[config.mk]
export PLATFORM = sky130hd
export DESIGN_NAME = leds_jogador_decoder
export DESIGN_NICKNAME = d
export VERILOG_FILES = /design/src/rtl/leds_jogador_decoder_pkg.sv /design/src/rtl/leds_jogador_decoder_pisca_temporizador.sv /design/src/rtl/leds_jogador_decoder.sv
export SDC_FILE = /design/constraint.sdc
export NUM_CORES = 1
export LEC_CHECK = 0
export ABC_AREA = 1
export CORE_ASPECT_RATIO = 1.2
export CORE_MARGIN = 4
export CORE_UTILIZATION = 43
export DETAILED_ROUTE_END_ITERATION = 10
export RECOVER_POWER = 50
export SYNTH_ARGS = -nofsm -noshare
export SYNTH_HDL_FRONTEND = slang
export SYNTH_SLANG_ARGS = --single-unit
[constraint.sdc]
create_clock -name clock -period 3.45 [get_ports clock]
set_input_delay 0.69 -clock clock [delete_from_list [all_inputs] [get_ports clock]]
set_output_delay 0.69 -clock clock [all_outputs]
set_load 0.1 [all_outputs]
[src/rtl/leds_jogador_decoder_pkg.sv]
`default_nettype none
// ============================================================================
//  Module      : leds_jogador_decoder_pkg
//  Description : Game-wide constants shared by the player LED decoder:
//                player codes, decoder state encoding and the helpers that
//                turn a player code into a one-hot LED pattern and check
//                whether a code may be loaded.
//  Revision    : 1.0 - initial release
// ============================================================================
package leds_jogador_decoder_pkg;

    // Player codes as produced by the player-button encoder
    localparam logic [2:0] JOGADOR_0 = 3'd0;
    localparam logic [2:0] JOGADOR_1 = 3'd1;
    localparam logic [2:0] JOGADOR_2 = 3'd2;
    localparam logic [2:0] JOGADOR_3 = 3'd3;
    localparam logic [2:0] JOGADOR_4 = 3'd4;
    localparam logic [2:0] PULAR     = 3'd5;
    localparam logic [2:0] NENHUM    = 3'd7;

    // Decoder state encoding
    typedef logic [1:0] estado_t;
    localparam estado_t OCIOSO = 2'd0;
    localparam estado_t FIXO   = 2'd1;
    localparam estado_t PISCA  = 2'd2;

    // One-hot LED pattern for a code; codes 6/7 light nothing
    function automatic logic [5:0] onehot_codigo(input logic [2:0] codigo);
        logic [5:0] r;
        case (codigo)
            JOGADOR_0: r = 6'b000001;
            JOGADOR_1: r = 6'b000010;
            JOGADOR_2: r = 6'b000100;
            JOGADOR_3: r = 6'b001000;
            JOGADOR_4: r = 6'b010000;
            PULAR:     r = 6'b100000;
            default:   r = 6'b000000;
        endcase
        return r;
    endfunction

    // A player code is loadable only if that player is alive; Pular always is
    function automatic logic codigo_valido(input logic [2:0] codigo,
                                           input logic [4:0] vivos);
        logic r;
        case (codigo)
            JOGADOR_0: r = vivos[0];
            JOGADOR_1: r = vivos[1];
            JOGADOR_2: r = vivos[2];
            JOGADOR_3: r = vivos[3];
            JOGADOR_4: r = vivos[4];
            PULAR:     r = 1'b1;
            default:   r = 1'b0;
        endcase
        return r;
    endfunction

endpackage
`default_nettype wire

[src/rtl/leds_jogador_decoder_pisca_temporizador.sv]
`default_nettype none
// ============================================================================
//  Module      : pisca_temporizador
//  Description : Blink timer. Counts half-periods of HALF_PERIOD cycles,
//                toggles the blink phase at each half-period boundary and
//                flags the edge on which the N_TOGGLES-th boundary occurs.
//  Ports       : clock, reset  - clock / async active-high reset
//                start         - restart sequence (phase on, counters 0)
//                stop          - hold counters cleared, phase off
//                fase          - phase that applies after the next edge
//                done          - this edge completes the sequence
//  Revision    : 1.0 - initial release
// ============================================================================
module pisca_temporizador #(
    parameter int HALF_PERIOD = 25_000_000,
    parameter int N_TOGGLES   = 6
) (
    input  logic clock,
    input  logic reset,
    input  logic start,
    input  logic stop,
    output logic fase,
    output logic done
);

    localparam int CNT_W = $clog2(HALF_PERIOD);
    localparam int TOG_W = $clog2(N_TOGGLES + 1);
    localparam logic [CNT_W-1:0] C_CNT_MAX  = CNT_W'(HALF_PERIOD - 1);
    localparam logic [TOG_W-1:0] C_TOG_ULT  = TOG_W'(N_TOGGLES - 1);

    logic [CNT_W-1:0] cnt_q, cnt_d;
    logic [TOG_W-1:0] toggles_q, toggles_d;
    logic             fase_q, fase_d;
    logic             w_virada;

    always_comb begin
        cnt_d     = cnt_q;
        toggles_d = toggles_q;
        fase_d    = fase_q;
        done      = 1'b0;
        w_virada  = (cnt_q == C_CNT_MAX);
        if (start) begin
            cnt_d     = '0;
            toggles_d = '0;
            fase_d    = 1'b1;
        end else if (stop) begin
            cnt_d     = '0;
            toggles_d = '0;
            fase_d    = 1'b0;
        end else if (w_virada) begin
            cnt_d     = '0;
            fase_d    = ~fase_q;
            toggles_d = toggles_q + TOG_W'(1);
            // Last boundary: the parent leaves PISCA, which then holds us in stop
            done      = (toggles_q == C_TOG_ULT);
        end else begin
            cnt_d = cnt_q + CNT_W'(1);
        end
    end

    // The parent registers its LEDs from the next phase, so expose fase_d
    assign fase = fase_d;

    always_ff @(posedge clock or posedge reset) begin
        if (reset) begin
            cnt_q     <= '0;
            toggles_q <= '0;
            fase_q    <= 1'b0;
        end else begin
            cnt_q     <= cnt_d;
            toggles_q <= toggles_d;
            fase_q    <= fase_d;
        end
    end

endmodule
`default_nettype wire

[src/rtl/leds_jogador_decoder.sv]
`default_nettype none
// ============================================================================
//  Module      : leds_jogador_decoder
//  Description : Drives the six one-hot player/skip LEDs from a 3-bit player
//                code, either steadily (FIXO) or as a timed blink sequence
//                (PISCA). Rejects invalid / dead-player codes with a one-cycle
//                invalido pulse; signals natural end of a blink with fim.
//  Ports       : clock, reset  - clock / async active-high reset
//                carrega       - load strobe (samples jogador/vivos/modo)
//                jogador[2:0]  - player code (0-4 player, 5 Pular, 6/7 none)
//                vivos[4:0]    - alive mask
//                modo_pisca    - 0 steady, 1 blink sequence
//                limpa         - clear display, return to idle
//                leds[5:0]     - one-hot LED drive (registered)
//                ocupado       - high in FIXO or PISCA (registered)
//                invalido      - one-cycle pulse on rejected load
//                fim           - one-cycle pulse when a blink completes
//  Revision    : 1.0 - initial release
// ============================================================================
module leds_jogador_decoder
    import leds_jogador_decoder_pkg::*;
#(
    parameter int HALF_PERIOD = 25_000_000,
    parameter int N_TOGGLES   = 6
) (
    input  logic       clock,
    input  logic       reset,
    input  logic       carrega,
    input  logic [2:0] jogador,
    input  logic [4:0] vivos,
    input  logic       modo_pisca,
    input  logic       limpa,
    output logic [5:0] leds,
    output logic       ocupado,
    output logic       invalido,
    output logic       fim
);

    estado_t    estado_q, estado_d;
    logic [2:0] codigo_q, codigo_d;
    logic [5:0] leds_q, leds_d;
    logic       ocupado_q, ocupado_d;
    logic       invalido_q, invalido_d;
    logic       fim_q, fim_d;

    logic       w_iniciar;
    logic       w_parar;
    logic       w_fase;
    logic       w_fim_seq;

    // Counters stay cleared outside PISCA; a valid load always restarts them
    assign w_parar = (estado_q != PISCA);

    pisca_temporizador #(
        .HALF_PERIOD (HALF_PERIOD),
        .N_TOGGLES   (N_TOGGLES)
    ) u_pisca_temporizador (
        .clock (clock),
        .reset (reset),
        .start (w_iniciar),
        .stop  (w_parar),
        .fase  (w_fase),
        .done  (w_fim_seq)
    );

    always_comb begin
        estado_d   = estado_q;
        codigo_d   = codigo_q;
        invalido_d = 1'b0;
        fim_d      = 1'b0;
        w_iniciar  = 1'b0;

        // limpa outranks carrega; a load outranks a completing sequence,
        // so an aborted blink never raises fim
        if (limpa) begin
            estado_d = OCIOSO;
            codigo_d = NENHUM;
        end else if (carrega) begin
            if (codigo_valido(jogador, vivos)) begin
                codigo_d  = jogador;
                estado_d  = modo_pisca ? PISCA : FIXO;
                w_iniciar = 1'b1;
            end else begin
                estado_d   = OCIOSO;
                codigo_d   = NENHUM;
                invalido_d = 1'b1;
            end
        end else if ((estado_q == PISCA) && w_fim_seq) begin
            estado_d = OCIOSO;
            fim_d    = 1'b1;
        end

        case (estado_d)
            FIXO:    leds_d = onehot_codigo(codigo_d);
            PISCA:   leds_d = w_fase ? onehot_codigo(codigo_d) : 6'b000000;
            default: leds_d = 6'b000000;
        endcase

        ocupado_d = (estado_d != OCIOSO);
    end

    always_ff @(posedge clock or posedge reset) begin
        if (reset) begin
            estado_q   <= OCIOSO;
            codigo_q   <= NENHUM;
            leds_q     <= '0;
            ocupado_q  <= 1'b0;
            invalido_q <= 1'b0;
            fim_q      <= 1'b0;
        end else begin
            estado_q   <= estado_d;
            codigo_q   <= codigo_d;
            leds_q     <= leds_d;
            ocupado_q  <= ocupado_d;
            invalido_q <= invalido_d;
            fim_q      <= fim_d;
        end
    end

    assign leds     = leds_q;
    assign ocupado  = ocupado_q;
    assign invalido = invalido_q;
    assign fim      = fim_q;

endmodule
`default_nettype wire
-- Yosys cells after proc, flatten, opt, wreduce, memory -nomap -nowiden
Index checks and enable logic that the tools add are counted.
- register bits: 43
- output and inout port bits: 9
- logic and storage cells: 68
- add/subtract/negate cells: 2
- eq/ne operators: 16
- muxes and demuxes: 35
- bitwise gates (word level): 1
- reductions and logical operators: 5
- operators with widths (cell ; number):
    two-way mux 25 bit ; 3
    case mux 6 bit (6 select lines) ; 1
    adder 25 x 1 -> 25 bit, second input constant ; 1
    == test 25 bit, second input constant ; 1
    two-way mux 3 bit ; 6
    two-way mux 1 bit ; 17
    == test 3 bit, second input constant ; 5
    == test 3 x 2 -> 1 bit, second input constant ; 4
    case mux 6 bit (2 select lines) ; 1
    two-way mux 2 bit ; 5
    == test 3 x 1 -> 1 bit, second input constant ; 2
    zero test 3 bit ; 2
    two-way mux 6 bit ; 1
    case mux 1 bit (6 select lines) ; 1
    == test 2 bit, second input constant ; 2
    adder 3 x 1 -> 3 bit, second input constant ; 1
    nonzero test 3 bit ; 1
    == test 2 x 1 -> 1 bit, second input constant ; 1
    inequality test 2 bit, second input constant ; 1
    nonzero test 2 bit ; 1
    logical AND 1 bit ; 1
    inverter 1 bit ; 1

-- Logic depth before layout (Yosys ltp)
- depth after elaboration: 14
- depth in mapped cells: 14
- mapped depth without buffers: 14

-- Cells and area by module
A second synthesis with hierarchy kept.
- cell total of the unflattened synthesis: 330
- area, all modules: 2468.6 sq um
- modules (own cells, without submodules) (module ; instances ; cells each ; area each (sq um) ; seq. area each (sq um)):
    pisca_temporizador ; 1 ; 248 ; 1739.2 ; 725.7
    leds_jogador_decoder ; 1 ; 82 ; 729.4 ; 354.1

-- Worst setup path before layout
Ideal clock, no wire load.
- path type: input-to-reg
- start point: input port carrega
- end point: register leds_q[0] (netlist: leds[0])
- library setup time: 0.077 ns
- arrival time: 2.096 ns
- required time: 3.373 ns
- path slack: 1.277 ns
- cell stages on the path: 12
- cell sequence: inv_1 nor2_1 nand4_1 nand4_1 nand3_1 a21oi_1 inv_1 ha_1 inv_1 a21oi_4 nand2_1 a21oi_1
- cells in the longest elaborated chain, start to end: 9
- elaborated cells on any way between the ends: 21
- RTL lines (element ; line ; text):
    start, declared ; leds_jogador_decoder.sv:28 ; input logic carrega,
    two-way mux 1 bit ; leds_jogador_decoder.sv:78 ; end else if (carrega) begin
    two-way mux 1 bit ; leds_jogador_decoder.sv:75 ; if (limpa) begin
    two-way mux 1 bit ; leds_jogador_decoder_pisca_temporizador.sv:42 ; if (start) begin
    logical AND 1 bit ; leds_jogador_decoder.sv:88 ; end else if ((estado_q == PISCA) && w_fim_seq) begin
    two-way mux 2 bit ; leds_jogador_decoder.sv:88 ;
    two-way mux 2 bit * ; leds_jogador_decoder.sv:78 ;
    two-way mux 2 bit * ; leds_jogador_decoder.sv:75 ;
    named net estado_d[1] ; leds_jogador_decoder.sv:39 ; estado_t estado_q, estado_d;
    == test 2 bit / == test 2 x 1 -> 1 bit (equally long branches) ; leds_jogador_decoder.sv:93 ; case (estado_d)
    case mux 6 bit (2 select lines) * ; leds_jogador_decoder.sv:93 ;
    named net leds_d[0] ; leds_jogador_decoder.sv:41 ; logic [5:0] leds_q, leds_d;
    end signal, assigned ; leds_jogador_decoder.sv:113 ; leds_q <= leds_d;
    end, declared ; leds_jogador_decoder.sv:41 ;
Mark *: on every way through the listed nets, which the timed path passes. The rest lies on a longest branch.
A chain may end at the register's enable or synchronous reset.

-- Worst setup path after layout
- start point: input port jogador[0]
- end point: register leds_q[2] (netlist: leds[2])
- cells in the longest elaborated chain, start to end: 14
- elaborated cells on any way between the ends: 33
- RTL lines (element ; line ; text):
    start, declared ; leds_jogador_decoder.sv:29 ; input logic [2:0] jogador,
    == test 3 bit, or another cell as far along ; leds_jogador_decoder_pkg.sv:46 ; case (codigo)
    case mux 1 bit (6 select lines) * ; leds_jogador_decoder_pkg.sv:46 ;
    two-way mux 1 bit * ; leds_jogador_decoder.sv:78 ;
    two-way mux 1 bit * ; leds_jogador_decoder.sv:75 ;
    two-way mux 1 bit ; leds_jogador_decoder.sv:79 ; if (codigo_valido(jogador, vivos)) begin
    two-way mux 1 bit ; leds_jogador_decoder.sv:78 ;
    two-way mux 1 bit ; leds_jogador_decoder.sv:75 ;
    two-way mux 1 bit ; leds_jogador_decoder_pisca_temporizador.sv:42 ;
    logical AND 1 bit ; leds_jogador_decoder.sv:88 ;
    two-way mux 2 bit ; leds_jogador_decoder.sv:88 ;
    two-way mux 2 bit * ; leds_jogador_decoder.sv:78 ;
    two-way mux 2 bit * ; leds_jogador_decoder.sv:75 ;
    named net estado_d[1] ; leds_jogador_decoder.sv:39 ;
    == test 2 bit / == test 2 x 1 -> 1 bit (equally long branches) ; leds_jogador_decoder.sv:93 ;
    case mux 6 bit (2 select lines) * ; leds_jogador_decoder.sv:93 ;
    named net leds_d[2] ; leds_jogador_decoder.sv:41 ;
Mark *: on every way through the listed nets, which the timed path passes. The rest lies on a longest branch. The select of a mux whose other input is x is not followed.

==> results.md <==
- Hold buffer count at CTS: 0
- IO buf count: 21
- Peak Freq: 0.360 GHz
- Status: finished with violations
- Fin. Hold Viols: 0
- Ant. Diodes: 0
- First-pass DRT Iterations: 4
- Yosys Warn Count: 0
- Die W: 77.6 um
- CP arrival: 3.01 ns
- Pin count of the biggest net entering global routing: 33
- Detailed Route Iter0 Violations: 93
- Crit start category: input port
- Slowest stage delay, CP: 0.63 ns
- Share of cells above drive strength 1: 0.134
- Post-synthesis sequential area ratio: 0.432
- Main synth FF type: dfrtp_1
- Area of the multi-input gates: 1230 um2
- Setup Fix Bufs, Post-CTS: 0
- Slowest CP cell: dlygate4sd3_1
- Synth top area share: 0.401
- Most frequent CP cell: inv_1
- DRC viols: 0
- Cell family with most CP delay: buffers and inverters
- #FFs+latches synth: 43
- Wire per inst: 12.9 um
- Clock Skew: 0.00586 ns
- Failing checks: max-capacitance violations, max-slew violations
- RSZ-0062 raised after global routing: false
- Fill cells: 558
- Number of global-route vias before repair: 2107
- Max cap viols: 1
- Worst path buffer plus inverter count: 4
- Synth top area cells: dfrtp_1 40%, nand2_1 8.4%, nor2_1 7.4%
- Final setup viols: 0
- Tmin final: 2.78 ns
- Min-Delay Path Class: flip-flop to flip-flop
- Asr flop ratio synth: 1.00
- Final HPWL DP: 3930 um
- Post-synth top area cell: dfrtp_1
- Grt ovf: 0
- Core area: 5630 um2
- Syn Nets: 320
- Die area: 7100 um2
- Routability cong.: 0.914
- Post-CTS sizing: 0
- CP endpoint kind: flip-flop
- Clock Sinks: 43
- P&R area growth vs syn: 14.5%
- Initial antenna violation count: 0
- Clk_lat worst skew: 0.30 ns
- Crit path required time: 3.68 ns
- Worst-path cell chain: dlygate4sd3_1, inv_1, nand2_1, nand3_2, nand4_1, nand4_1, nand3_1, a21oi_1, inv_1, ha_1, inv_1, a21oi_4, nand2_1, a21oi_1
- Post-synth cell types: 39
- Post-synth EDFFs: 0
- Synthesized instance count: 301
- Final core occ: 0.508
- Bufs on Longest Clock Path: 2
- Slew Limit Fails: 33
- Post-Syn Area: 2500 um2
- Post-Route WL: 5070 um
- Die height: 91.5 um
- GR Util All Layers: 0.159
- Avg Cell Area, Syn: 8.30 um2
- CTS tree: yes
- Critical path class: input port to flip-flop
- Antenna viol nets, final: 0
- Slew @ Worst Pin: 1.69 ns
- Register Area: 1080 um2
- Num CTS Buffers: 5
- Total negative setup slack: 0 ns
- Rel. slew slack: -0.127
- Via count: 1940
- Vias/cell: 4.95
- Initial Utilization: 0.444
- Reg clk slew, reported paths: 0.09 ns
- CP max FO: 6
- VDD IR-drop max: 234 uV
- Final net count: 346
- CTS root buf: clkbuf_8
- Pwr Density: 331 nW/um2
- H-tree depth reported by CTS: 2
- Crit share post-route: 0.805
- First-pass GRT wire length: 9080 um
- Row cnt: 30
- Leakage power: 1.23 nW
- I/O pins: 22
==> final timing paths <==
check	from	to	slack, ns	cells past startpoint
max	jogador[0]	leds[2]	0.67	14
min	u_pisca_temporizador.cnt_q[0]	u_pisca_temporizador.cnt_q[0]	0.48	1
max reg2reg	u_pisca_temporizador.cnt_q[0]	leds[2]	1.26	14
min reg2reg	u_pisca_temporizador.cnt_q[0]	u_pisca_temporizador.cnt_q[0]	0.48	1
max in group asynchronous	reset	u_pisca_temporizador.cnt_q[1]	0.82	3
min in group asynchronous	reset	u_pisca_temporizador.cnt_q[20]	0.76	2
==> Yosys cell counts, drive strengths merged, types with 3 or more instances <==
library cell  instances
a21oi                14
buf                   3
dfrtp                40
dfstp                 3
ha                    6
inv                  41
nand2                66
nand3                19
nand4                 4
nor2                 57
nor3                 18
o21ai                 4
xnor2                 4
xor2                  9
==> cell families after synthesis <==
logic type,synth area share
buffers and inverters,0.0716
AND/OR/NAND/NOR,0.356
adder cells (fa/ha/maj),0.0300
XOR/XNOR,0.0456
AO/OA/AOI/OAI,0.0646
flip-flops,0.432
==> cell type report <==
class,count,area share
multi-input cells,213,0.431
flip-flops and latches,43,0.378
clock buffers,5,0.0241
clock inverters,3,0.00919
repair buffers,22,0.0748
well taps,64,0.0280
inverters,42,0.0551
==> worst register-to-register path, cell delays in order (launching register included) <==
cell,delay (ns)
dfrtp_1,0.41
ha_1,0.21
nand2_1,0.09
inv_1,0.09
nand2_4,0.12
nor2_4,0.06
nand4_1,0.09
nand3_1,0.07
a21oi_1,0.22
inv_1,0.09
ha_1,0.28
inv_1,0.07
a21oi_4,0.14
nand2_1,0.07
a21oi_1,0.11
==> metal layers <==
metal	GRT usage	part of all wire
met5	0	0
met4	0.0727	0.022
met3	0.0288	0.023
met2	0.289	0.53
met1	0.176	0.42
==> cell usage in the layout, fill, tap and decap left out, types with 2 or more instances in the layout <==
| cell | Yosys | routed |
|---|---|---|
| clkinv_1 | 1 | 2 |
| xor2_1 | 9 | 9 |
| clkbuf_8 | 0 | 5 |
| nand3_1 | 14 | 14 |
| nand3_2 | 4 | 4 |
| inv_6 | 0 | 2 |
| nor2_2 | 2 | 2 |
| a31oi_1 | 2 | 2 |
| nor2_1 | 49 | 49 |
| o21ai_0 | 3 | 3 |
| nand4_1 | 4 | 4 |
| nor2_8 | 2 | 2 |
| nand2_2 | 5 | 4 |
| nor3_2 | 5 | 5 |
| dfstp_2 | 3 | 3 |
| o211ai_1 | 2 | 2 |
| a21oi_1 | 12 | 13 |
| dlygate4sd3_1 | 0 | 2 |
| nor3_1 | 12 | 12 |
| inv_2 | 3 | 2 |
| clkdlybuf4s50_1 | 0 | 19 |
| nand2_4 | 5 | 5 |
| nand2_1 | 56 | 57 |
| inv_1 | 38 | 38 |
| nor2_4 | 4 | 4 |
| dfrtp_1 | 40 | 40 |
| xnor2_1 | 4 | 4 |
| ha_1 | 6 | 6 |
==> where the power goes <==
group          internal, mW  switching [mW]
Combinational        0.0277          0.0592
Clock                 0.149           0.199
Sequential            0.510         0.00196
Total                 0.687           0.260
==> registers in the layout, indices dropped and copies added (netlist names) <==
| register | count |
|---|---|
| estado_q | 2 |
| u_pisca_temporizador.cnt_q | 25 |
| ocupado | 1 |
| u_pisca_temporizador.toggles_q | 3 |
| leds | 6 |
| invalido | 1 |
| fim | 1 |
| u_pisca_temporizador.fase_q | 1 |
| codigo_q | 3 |
==> per-stage QoR <==
stage | power, mW | cells | setup WS [ns] | hold WS [ns] | cell area, um2
after floorplan | 0.582 | 301 | 1.28 | 0.425 | 2500
after global placement | 0.613 | 384 | 0.504 | 0.453 | 2780
after detailed placement | 0.613 | 384 | 0.417 | 0.469 | 2780
after CTS | 0.963 | 392 | 0.744 | 0.482 | 2870
after global routing | 0.985 | 392 | 0.329 | 0.506 | 2860
final | 0.948 | 392 | 0.671 | 0.476 | 2860
Note: power is estimated with default switching activity, not from simulation.
==> RTL edit 1, RTL diff (same settings) <==
The output `ocupado` loses its register stage (`ocupado_q` becomes a continuous assignment).
--- a/src/rtl/leds_jogador_decoder.sv
+++ b/src/rtl/leds_jogador_decoder.sv
@@ -104,18 +104,18 @@
             estado_q   <= OCIOSO;
             codigo_q   <= NENHUM;
             leds_q     <= '0;
-            ocupado_q  <= 1'b0;
             invalido_q <= 1'b0;
             fim_q      <= 1'b0;
         end else begin
             estado_q   <= estado_d;
             codigo_q   <= codigo_d;
             leds_q     <= leds_d;
-            ocupado_q  <= ocupado_d;
             invalido_q <= invalido_d;
             fim_q      <= fim_d;
         end
     end
+
+    assign ocupado_q = ocupado_d;
 
     assign leds     = leds_q;
     assign ocupado  = ocupado_q;
Check against the original RTL: not equivalent (Yosys sat finds a counterexample within 4 cycles, from zero or initial values and one cycle with reset high).
==> RTL edit 1 against the original RTL <==
  * Total power grew 3.2%
  * The flow still finishes with violations (max-capacitance violations, max-slew violations)
  * Cell area about the same
  * Worst setup slack got worse by 510 ps
  * Largest cell class unchanged
  * Largest power group unchanged
  * Combinational power increased by 2.9%
  * Synthesized area decreased by 1.0%
  * Sequential cell count shrank 1
  * Utilization about the same
  * Worst hold slack worse by 19 ps
  * Wire length is 1.5% higher
  * Clock power increased by 12%
==> RTL edit 1: results (changes against the original RTL) <==
clock skew: 4.09 ps (-1.76 ps)
leakage power: 1.24 nW (+0.41%)
Post-Route WL: 5140 µm (+1.5%)
metal1 wirelength: 2240 µm (+4.8%)
Internal: 0.000740 W (+7.7%)
crit path launch: jogador[2]
Hold Crit Start: u_pisca_temporizador.cnt_q[0]$_DFF_PP0_
Total GRT Usage: 15.3% (-0.61 points)
Final HPWL DP: 3960 µm (+0.74%)
worst vdd ir: 0.000206 V (-12%)
compound-cell area share of the yosys netlist: 6.53% (+0.065 points)
routed wl met2: 2620 µm (-2.9%)
failing checks: max-capacitance violations, max-slew violations
# port buffers: 21 (unchanged)
CTS clock-pin slew for the worst setup and hold paths: 80 ps
cell count after placement: 384 (unchanged)
Post-synth top cells: nand2_1, nor2_1, dfrtp_1
initial antenna violation count: 0 (unchanged)
number of global-route vias before repair: 1976 (-6.2%)
XOR/XNOR Fraction of Synth Area: 4.60% (+0.046 points)
top_reg_cell synth: dfrtp_1
RD Place Congestion: 0.888 (-2.8%)
# Max-Cap Violations: 1 (unchanged)
Syn Nets: 319 (-0.31%)
mux share of post-synthesis cell area: 0% (unchanged)
largest net degree at the start of global routing: 34 (+3.0%)
pre-CTS setup slack: 83.2 ps (-334 ps)
synth top area cells: dfrtp_1, nand2_1, nor2_1
Post-synth ARST share: 100% (unchanged)
status: complete, but fails checks
Num CTS Buffers: 5 (unchanged)
Hold WC Path Type: register to register
Detailed Routing Iterations Pass 1: 4 (unchanged)
Antenna Diode Count: 0 (unchanged)
Synth Warn #: 0 (unchanged)
Post-DP Area: 0.00277 mm² (-0.27%)
met2 Resource Use GR: 27.8% (-1.1 points)
r2r startpoint: u_pisca_temporizador.cnt_q[0]$_DFF_PP0_
Critical Path AT: 2600 ps (-410 ps)
first-pass GRT wire length: 8710 µm (-4.1%)
fin. max-slew vios: 34 (+3.0%)
Max Buffers Root-to-Sink: 2 (unchanged)
max reg flops: 25 (unchanged)
postcts setup bufs: 0 (unchanged)
Slew @ Worst Pin: 1770 ps (+83.0 ps)
average cell area after synthesis: 8.25 µm² (-0.67%)
DRT iter0 DRCs: 75 (-19%)
Via density: 5.02 (+1.5%)
layout cell share with drive strength beyond 1: 14.3% (+0.91 points)
critical path peak fanout: 4 (-2)
met3 wire len: 170 µm (+45%)
Seq/Total Area, Yosys: 42.6% (-0.57 points)
Top reg by flops: u_pisca_temporizador.cnt_q
Synth Area in Adders: 3.03% (+0.030 points)
Final Non-Filler Cells: 392 (unchanged)
met1 GRT Util: 17.4% (-0.25 points)
M3 GR Usage: 3.17% (+0.30 points)
[RTL edit 1: cell type report]
type                       instances  area [µm²]
tap                               64        80.1
timing repair buffer              23         230
sequential                        42        1050
multi-input combinational        213        1230
clock inverter                     3        40.0
fill                             536        2770
clock buffer                       5        68.8
inverter                          42         158
[RTL edit 1: what timing repair did]
action                     CTS  global route
resized for setup            0             2
setup endpoints to repair    0             1
hold endpoints to repair     0             0
hold buffers                 0             0
[RTL edit 1: logic make-up (layout without fill, tap and decap cells)]
family | count (synthesis) | after routing
fa+ha+maj | 6 | 6
flops | 42 | 42
simple gates | 168 | 168
compound gates | 26 | 26
buf+inv | 45 | 73
xor+xnor | 13 | 13
[RTL edit 1: power by group through the flow]
stage	Combinational (W)	Sequential, W	Clock, W
floorplan	0.0000548	0.000514	0
global placement	0.0000935	0.000509	0
detailed placement	0.0000943	0.000509	0
CTS	0.0000946	0.000499	0.000399
global route	0.0000980	0.000500	0.000419
finish	0.0000894	0.000499	0.000390
[RTL edit 1: final timing paths]
check,to,slack [ps],cells past startpoint
worst max-delay path,ocupado,160,11
worst min-delay path,u_pisca_temporizador.cnt_q[0]$_DFF_PP0_,460,1
worst max register to register,leds[3]$_DFF_PP0_,1260,14
worst min register to register,u_pisca_temporizador.cnt_q[0]$_DFF_PP0_,460,1
max in group asynchronous,u_pisca_temporizador.cnt_q[5]$_DFF_PP0_,770,3
min in group asynchronous,u_pisca_temporizador.cnt_q[20]$_DFF_PP0_,750,2
[RTL edit 1: worst max-delay path: stages]
cell and delay [ps]:
dlygate4sd3_1 590, nor2_1 70, nand3_2 80, nand3_1 220
nor2_1 150, nand2_1 80, a21oi_2 190, inv_1 80
ha_1 180, inv_1 90, buf_12 180
==> RTL edit 2, RTL diff (config.mk and constraints unchanged) <==
Made on the original files. `N_TOGGLES` is set to 6 in 2 places; all go to 5.
--- a/src/rtl/leds_jogador_decoder_pisca_temporizador.sv
+++ b/src/rtl/leds_jogador_decoder_pisca_temporizador.sv
@@ -13,7 +13,7 @@
 // ============================================================================
 module pisca_temporizador #(
     parameter int HALF_PERIOD = 25_000_000,
-    parameter int N_TOGGLES   = 6
+    parameter int N_TOGGLES   = 5
 ) (
     input  logic clock,
     input  logic reset,
--- a/src/rtl/leds_jogador_decoder.sv
+++ b/src/rtl/leds_jogador_decoder.sv
@@ -21,7 +21,7 @@
     import leds_jogador_decoder_pkg::*;
 #(
     parameter int HALF_PERIOD = 25_000_000,
-    parameter int N_TOGGLES   = 6
+    parameter int N_TOGGLES   = 5
 ) (
     input  logic       clock,
     input  logic       reset,
Check against the original RTL: same outputs for any inputs over 10 cycles, from zero or initial values and one cycle with reset high; that may be too few to reach the edited logic, so the function may still have changed.
==> RTL edit 2 against the original RTL <==
  * Sequential cell count stayed put
  * Worst setup slack better by 71 ps
  * Wire length is 0.55% higher
  * Cell area is 1.1% lower
  * Synthesized area is 1.3% lower
  * Critical endpoint is now leds[5]$_DFF_PP0_
  * Critical path depth stayed put
  * Synthesized cell count is 3.0% higher
  * Register-to-register slack worse by 20 ps
  * First-iteration DRC count is 1.1% lower
  * Total power is 1.8% lower
  * Combinational power is 2% lower
==> RTL edit 2: results (changes against the original RTL) <==
Max Buffers Root-to-Sink: 2 (unchanged)
postcts setup bufs: 0 (unchanged)
R2R cell count: 14 (unchanged)
crit path launch: jogador[0]
Hold WC Path Type: register to register
RD Place Congestion: 0.811 (-11%)
Post-DP Area: 0.00275 mm² (-0.86%)
layout cell share with drive strength beyond 1: 11.8% (-1.6 points)
synth top area cells: dfrtp_1, nand2_1, nor2_1
Hold Crit Start: u_pisca_temporizador.cnt_q[0]$_DFF_PP0_
CTS clock-pin slew for the worst setup and hold paths: 80 ps
Max Fclk: 0.369 GHz (+2.6%)
leakage power: 1.21 nW (-1.9%)
CTS resizes: 0 (unchanged)
FF-to-FF End: leds[5]$_DFF_PP0_
largest net degree at the start of global routing: 30 (-9.1%)
worst reg2reg setup slack: 1240 ps (-20 ps)
r2r startpoint: u_pisca_temporizador.cnt_q[0]$_DFF_PP0_
pre-CTS setup slack: 503 ps (+85.8 ps)
Detailed Routing Iterations Pass 1: 4 (unchanged)
Synth Warn #: 0 (unchanged)
worst skew pair latency: 300 ps (about the same)
Final HPWL DP: 4030 µm (+2.6%)
Via density: 4.98 (+0.63%)
Post-synth top cells: nand2_1, nor2_1, inv_1
Antenna Diode Count: 0 (unchanged)
# port buffers: 21 (unchanged)
critical path peak fanout: 6 (unchanged)
worst relative slew slack: 30.2% (+43 points)
Post-Route WL: 5100 µm (+0.55%)
top_reg_cell synth: dfrtp_1
Crit path max-delay family: buffers and inverters
Total GRT Usage: 15.9% (+0.018 points)
Hold Crit Endpoint: u_pisca_temporizador.cnt_q[0]$_DFF_PP0_
first-pass GRT wire length: 9000 µm (-0.84%)
Top reg by flops: u_pisca_temporizador.cnt_q
DRT iter0 DRCs: 92 (-1.1%)
Yosys cell types: 34 (-13%)
CP max stage delay: 620 ps
nets: 357 (+3.2%)
CP max-delay cell: dlygate4sd3_1
root buf cell: clkbuf_8
number of global-route vias before repair: 2067 (-1.9%)
status: finished, final reports clean
CTS H-tree lvls: 2 (unchanged)
fillers: 539 (-3.4%)
clock skew: 6.95 ps (+1.10 ps)
Critical Path AT: 2930 ps (-80 ps)
Seq/Total Area, Yosys: 43.8% (+0.55 points)
Worst Hold Depth: 1 (unchanged)
worst vdd ir: 0.000242 V (+3.7%)
Critical Path End Type: register
initial antenna violation count: 0 (unchanged)
Syn Nets: 329 (+2.8%)
max reg flops: 25 (unchanged)
-- RTL edit 2: power by group --
group | switching (W) | total (W) | internal [W]
Sequential | 0.00000220 | 0.000513 | 0.000511
Clock | 0.000188 | 0.000332 | 0.000145
Combinational | 0.0000579 | 0.0000849 | 0.0000270
Total | 0.000248 | 0.000931 | 0.000683
-- RTL edit 2: per-stage QoR --
stage,hold WS (ps),utilization (%),std cells
2_1_floorplan,431,-,310
3_3_place_gp,458,50.6,393
3_5_place_dp,457,50.6,393
4_1_cts,469,52.3,401
5_1_grt,487,52.0,401
6_report,467,52.0,401
-- RTL edit 2: final cells by class --
type                            count  share of cell area (%)
Clock buffer                        5                    2.43
Clock inverter                      3                   0.840
Inverter                           45                    5.97
Multi-Input combinational cell    220                    42.1
Tap cell                           62                    2.74
Timing Repair Buffer               23                    7.70
Sequential cell                    43                    38.2
-- RTL edit 2: logic make-up (layout without fill, tap and decap cells) --
| family | after synthesis | after routing | synth area share, % |
|---|---|---|---|
| XOR/XNOR | 13 | 13 | 4.61 |
| adder cells (fa/ha/maj) | 6 | 6 | 3.04 |
| AND/OR/NAND/NOR | 180 | 180 | 35.9 |
| flip-flops | 43 | 43 | 43.8 |
| AO/OA/AOI/OAI | 21 | 21 | 5.12 |
| buffers and inverters | 47 | 76 | 7.61 |
-- RTL edit 2: layer usage --
metal | vias to the layer above | wire length, µm | GRT usage [%]
met5 | - | 0 | 0
met2 | 37 | 2610 | 29.5
li1 | 1027 | - | -
met3 | 16 | 155 | 2.97
met4 | 0 | 174 | 6.82
met1 | 917 | 2160 | 17.5
